$ cat src/rtl/peak_finder.sv
// Coarse-peak producer: scans the histogram RAM once per start request and
// publishes the index/count of the highest bin with a one-cycle peakReady strobe.
module peak_finder #(
    parameter int NB = 4,
    parameter int CW = 8
) (
    input  logic          clk,
    input  logic          rst_n,
    input  logic          start,
    input  logic [CW-1:0] min_count,
    output logic          hist_rd_en,
    output logic [NB-1:0] hist_rd_addr,
    input  logic [CW-1:0] hist_rd_data,
    output logic          busy,
    output logic          peakReady,
    output logic [NB-1:0] peakCH,
    output logic [CW-1:0] peakCount,
    output logic          peakFound
);

    // state | meaning
    // IDLE  | waiting for start
    // SCAN  | issuing one histogram read per cycle, addresses 0..N-1
    // FLUSH | no read; compares the datum returned for bin N-1
    // DONE  | result registers valid, peakReady high for this cycle
    typedef enum logic [1:0] {IDLE, SCAN, FLUSH, DONE} state_t;

    localparam int N = 1 << NB;
    localparam logic [NB-1:0] LAST_ADDR = NB'(N - 1);

    state_t        state_q, state_d;
    logic [NB-1:0] addr_q, addr_d;
    logic [NB-1:0] rd_idx_q;
    logic          rd_vld_q;
    logic [CW-1:0] max_q, max_d;
    logic [NB-1:0] max_idx_q, max_idx_d;
    logic [CW-1:0] min_q, min_d;
    logic [NB-1:0] peak_ch_q, peak_ch_d;
    logic [CW-1:0] peak_cnt_q, peak_cnt_d;
    logic          found_q, found_d;
    logic [CW-1:0] cand_max;
    logic [NB-1:0] cand_idx;

    // Strict greater-than keeps the lowest index on ties and ignores zero counts.
    always_comb begin
        cand_max = max_q;
        cand_idx = max_idx_q;
        if (rd_vld_q && (hist_rd_data > max_q)) begin
            cand_max = hist_rd_data;
            cand_idx = rd_idx_q;
        end
    end

    always_comb begin
        state_d    = state_q;
        addr_d     = addr_q;
        max_d      = max_q;
        max_idx_d  = max_idx_q;
        min_d      = min_q;
        peak_ch_d  = peak_ch_q;
        peak_cnt_d = peak_cnt_q;
        found_d    = found_q;
        case (state_q)
            IDLE: begin
                if (start) begin
                    state_d   = SCAN;
                    addr_d    = '0;
                    min_d     = min_count;
                    max_d     = '0;
                    max_idx_d = '0;
                end
            end
            SCAN: begin
                max_d     = cand_max;
                max_idx_d = cand_idx;
                if (addr_q == LAST_ADDR) begin
                    state_d = FLUSH;
                end else begin
                    addr_d = addr_q + 1'b1;
                end
            end
            FLUSH: begin
                state_d    = DONE;
                max_d      = cand_max;
                max_idx_d  = cand_idx;
                peak_ch_d  = cand_idx;
                peak_cnt_d = cand_max;
                found_d    = (cand_max >= min_q);
            end
            DONE: begin
                state_d = IDLE;
            end
            default: begin
                state_d = IDLE;
            end
        endcase
    end

    always_ff @(posedge clk or negedge rst_n) begin
        if (!rst_n) begin
            state_q    <= IDLE;
            addr_q     <= '0;
            rd_idx_q   <= '0;
            rd_vld_q   <= 1'b0;
            max_q      <= '0;
            max_idx_q  <= '0;
            min_q      <= '0;
            peak_ch_q  <= '0;
            peak_cnt_q <= '0;
            found_q    <= 1'b0;
        end else begin
            state_q    <= state_d;
            addr_q     <= addr_d;
            rd_idx_q   <= addr_q;
            rd_vld_q   <= (state_q == SCAN);
            max_q      <= max_d;
            max_idx_q  <= max_idx_d;
            min_q      <= min_d;
            peak_ch_q  <= peak_ch_d;
            peak_cnt_q <= peak_cnt_d;
            found_q    <= found_d;
        end
    end

    assign hist_rd_en   = (state_q == SCAN);
    assign hist_rd_addr = addr_q;
    assign busy         = (state_q == SCAN) || (state_q == FLUSH);
    assign peakReady    = (state_q == DONE);
    assign peakCH       = peak_ch_q;
    assign peakCount    = peak_cnt_q;
    assign peakFound    = found_q;

endmodule
$ cat config.mk
export PLATFORM = sky130hd
export DESIGN_NAME = peak_finder
export DESIGN_NICKNAME = d
export VERILOG_FILES = /design/src/rtl/peak_finder.sv
export SDC_FILE = /design/constraint.sdc
export NUM_CORES = 1
export LEC_CHECK = 0
export ABC_AREA = 1
export CAP_MARGIN = 10
export CELL_PAD_IN_SITES_DETAIL_PLACEMENT = 1
export CELL_PAD_IN_SITES_GLOBAL_PLACEMENT = 1
export CORE_MARGIN = 2
export CORE_UTILIZATION = 41
export CTS_BUF_LIST = sky130_fd_sc_hd__clkbuf_2
export CTS_CLUSTER_DIAMETER = 50
export CTS_CLUSTER_SIZE = 25
export DETAILED_ROUTE_END_ITERATION = 7
export PLACE_DENSITY_LB_ADDON = 0.1
export SLEW_MARGIN = 30
export SYNTH_ARGS = -nofsm -noshare
export SYNTH_HDL_FRONTEND = slang
export SYNTH_SLANG_ARGS = --single-unit
$ cat constraint.sdc
create_clock -name clk -period 3.2 [get_ports clk]
set_clock_uncertainty 0.05 [all_clocks]
set_input_delay 0.64 -clock clk [delete_from_list [all_inputs] [get_ports clk]]
set_output_delay 0.64 -clock clk [all_outputs]
set_load 0.02 [all_outputs]
==> flow_metrics.env <==
export IMPL_power_density_mw_per_mm2=1050
export IMPL_holdBufCountCts=0
export IMPL_synth_seq_area_share=0.447
export IMPL_setup_viol=0
export IMPL_wirelength_mm=5.98
export IMPL_rr_worst_depth=15
export IMPL_wl_per_cell_um=14.1
export IMPL_path_buf_inv=1
export IMPL_rsz0062_at_grt="no"
export IMPL_final_hold_viol_count=0
export IMPL_worstPathCellList="clkdlybuf4s50_1, ha_1, a21o_1, nor2_2, nand2_4, nand2_2, nand2_1, and2_1, ha_1, a21oi_1, o21ai_0, nand2_1, nand3_1, nand2_1, nand2_1"
export IMPL_cts_tree="built"
export IMPL_final_seq_area_mm2=0.00110
export IMPL_grt_pass1_vias=2222
export IMPL_max_cap_viol_count=0
export IMPL_grt_max_degree=45
export IMPL_yosysWarningCount=0
export IMPL_postCtsSetupBuffers=0
export IMPL_async_flop_share=1.00
export IMPL_crit_arrival_ns=3.16
export IMPL_slew_headroom=0.621
export IMPL_die_x_um=81.5
export IMPL_critPathKind="primary input to flip-flop"
export IMPL_cts_sinks=44
export IMPL_grt_antenna_before_repair=0
export IMPL_cp_slowest_cell="clkdlybuf4s50_1"
export IMPL_synth_area_mm2=0.00246
export IMPL_dieArea_mm2=0.00664
export IMPL_drive_above_1_share=0.120
export IMPL_gp_congestion=0.816
export IMPL_max_stage_delay_ns=0.45
export IMPL_dieHeight_um=81.5
export IMPL_multi_input_area_mm2=0.00114
export IMPL_track_usage=0.205
export IMPL_io_buffer_count=38
export IMPL_min_period_over_period=0.898
export IMPL_worst_pin_slew_ns=0.569
export IMPL_yosysUniqueCellTypes=29
export IMPL_p_leak_nw=1.61
export IMPL_cts_root_buf="clkbuf_2"
export IMPL_final_cell_mix="nand2_1, inv_1, dfrtp_1"
export IMPL_preCtsSetupSlack_ns=-0.115
export IMPL_vias=2079
export IMPL_synth_top_area_frac=0.447
export IMPL_clk_pin_slew_ns=0.24
export IMPL_required_ns=3.48
export IMPL_placed_area_mm2=0.00300
export IMPL_drc=0
export IMPL_critPathLaunchType="primary input"
export IMPL_cts_resized=0
export IMPL_drt_iter0_drc=68
export IMPL_io_pins=39
export IMPL_cts_htree_levels=2
export IMPL_cp_end_kind="flip-flop"
export IMPL_cpMostUsedCell="nand2_1"
export IMPL_final_common_cell="nand2_1"
export IMPL_dr_pass1_iters=4
export IMPL_syn_to_final_growth_pct=25.5
export IMPL_antennaDiodeCount=0
export IMPL_synth_top_cell_by_area="dfrtp_1"
export IMPL_status="finished, final reports clean"
export IMPL_grt_pass1_wl_mm=10.3
export IMPL_syn_inst=297
export IMPL_worst_slack_ns=0.328
export IMPL_clockBufferDepth=2
export IMPL_synth_edf_count=0
export IMPL_stdcell_count=425
export IMPL_num_fill_cells=719
export IMPL_start_util=0.421
export IMPL_min_path_type="primary input to async pin"
export IMPL_coreArea_mm2=0.00585
export IMPL_placed_cells=418
export IMPL_ir_drop_mv=0.644
export IMPL_clk_latency_ns=0.42
export IMPL_fmax_mhz=348
export IMPL_dp_hpwl_mm=4.60
export IMPL_stdcell_area_mm2=0.00309
export IMPL_finalSetupTns_ns=0
export IMPL_synthesis_nets=337
export IMPL_period_needed_ns=2.87
export IMPL_overflow=0
export IMPL_fin_nets=390
export IMPL_critPathTopFamily="simple AND/OR/NAND/NOR gates"
export IMPL_slew_viol_final=0
export IMPL_syn_area_per_cell_um2=8.29
export IMPL_via_per_inst=4.89
export IMPL_cp_num_cells=15
export IMPL_num_rows=28
export IMPL_synthTopCellsByArea="dfrtp_1, nand2_1, ha_1"
export IMPL_cts_buffers=5
export IMPL_worstPathMaxFanout=8
export IMPL_ant_nets=0
export IMPL_yosys_register_bits=44
export IMPL_power_total_mw=3.24
export IMPL_ys_flop_type="dfrtp_1"
[area by class of cell]
| class | count | share of cell area |
|---|---|---|
| multi-input cells | 199 | 0.369 |
| flip-flops and latches | 44 | 0.356 |
| clock inverters | 2 | 0.0194 |
| inverters | 46 | 0.0559 |
| repair buffers | 54 | 0.161 |
| clock buffers | 5 | 0.00810 |
| well taps | 75 | 0.0304 |
[cell families after synthesis]
logic type / synth area share
AOI/OAI and AO/OA: 0.0696
xor gates and xnor gates: 0.00356
adders and majority gates: 0.107
buffers and inverters: 0.0904
DFF: 0.447
muxes: 0.00457
and+or+nand+nor: 0.278
[worst paths after layout]
kind / start / slack (ns) / end
worst max-delay path: hist_rd_data[7] / 0.33 / peakFound$_DFFE_PN0P_
worst min register to register: hist_rd_addr[3]$_DFFE_PN0P_ / 0.44 / rd_idx_q[3]$_DFF_PN0_
worst min-delay path: rst_n / 0.12 / peakCount[7]$_DFFE_PN0P_
max in group asynchronous: rst_n / 2.58 / max_q[4]$_DFFE_PN0P_
worst max register to register: max_q[7]$_DFFE_PN0P_ / 0.56 / peakFound$_DFFE_PN0P_
min in group clk: hist_rd_addr[3]$_DFFE_PN0P_ / 0.44 / rd_idx_q[3]$_DFF_PN0_
[worst register-to-register path: cells and delay by family (launching register included)]
kind / cells / cell delay (ns)
buffers and inverters: 1 / 0.09
AO/OA/AOI/OAI: 3 / 0.50
adder cells (fa/ha/maj): 2 / 0.55
flip-flops: 1 / 0.44
AND/OR/NAND/NOR: 9 / 0.93
[cell usage after synthesis (2+ instances only)]
master	count
a21oi_1	14
nor2_2	2
nor2_1	10
clkbuf_1	2
buf_2	4
and2_1	7
inv_1	46
dfrtp_1	44
o21a_1	2
nand2_2	9
nand2_1	73
nand3_1	40
buf_6	2
nand4_1	2
ha_1	21
o21ai_0	6
[layer usage]
metal  wire, um  share of wire  global-route usage  vias up
met5          0              0                   0        -
met4         85          0.014              0.0661        0
met3        178          0.030              0.0286        9
met2       2830           0.47               0.334       33
met1       2890           0.48               0.281     1002
li1           -              -                   -     1035
[power by group]
part	switching (mW)	internal, mW	total [mW]
clock	0.184	0.206	0.390
combinational	1.15	0.791	1.94
sequential	0.115	0.789	0.904
[sequential cells by signal (all words and copies together), names as in the netlist]
register,flops
peakFound,1
peakCH,4
peakCount,8
rd_vld_q,1
max_idx_q,4
max_q,8
state_q,2
min_q,8
rd_idx_q,4
hist_rd_addr,4
[through the flow]
stage               utilization  hold WS (ns)
global route              0.528         0.135
finish                    0.528         0.120
detailed placement        0.513         0.398
CTS                       0.528         0.126
global placement          0.513         0.382
floorplan                     -         0.294
Power figures use the tool's default switching activity.
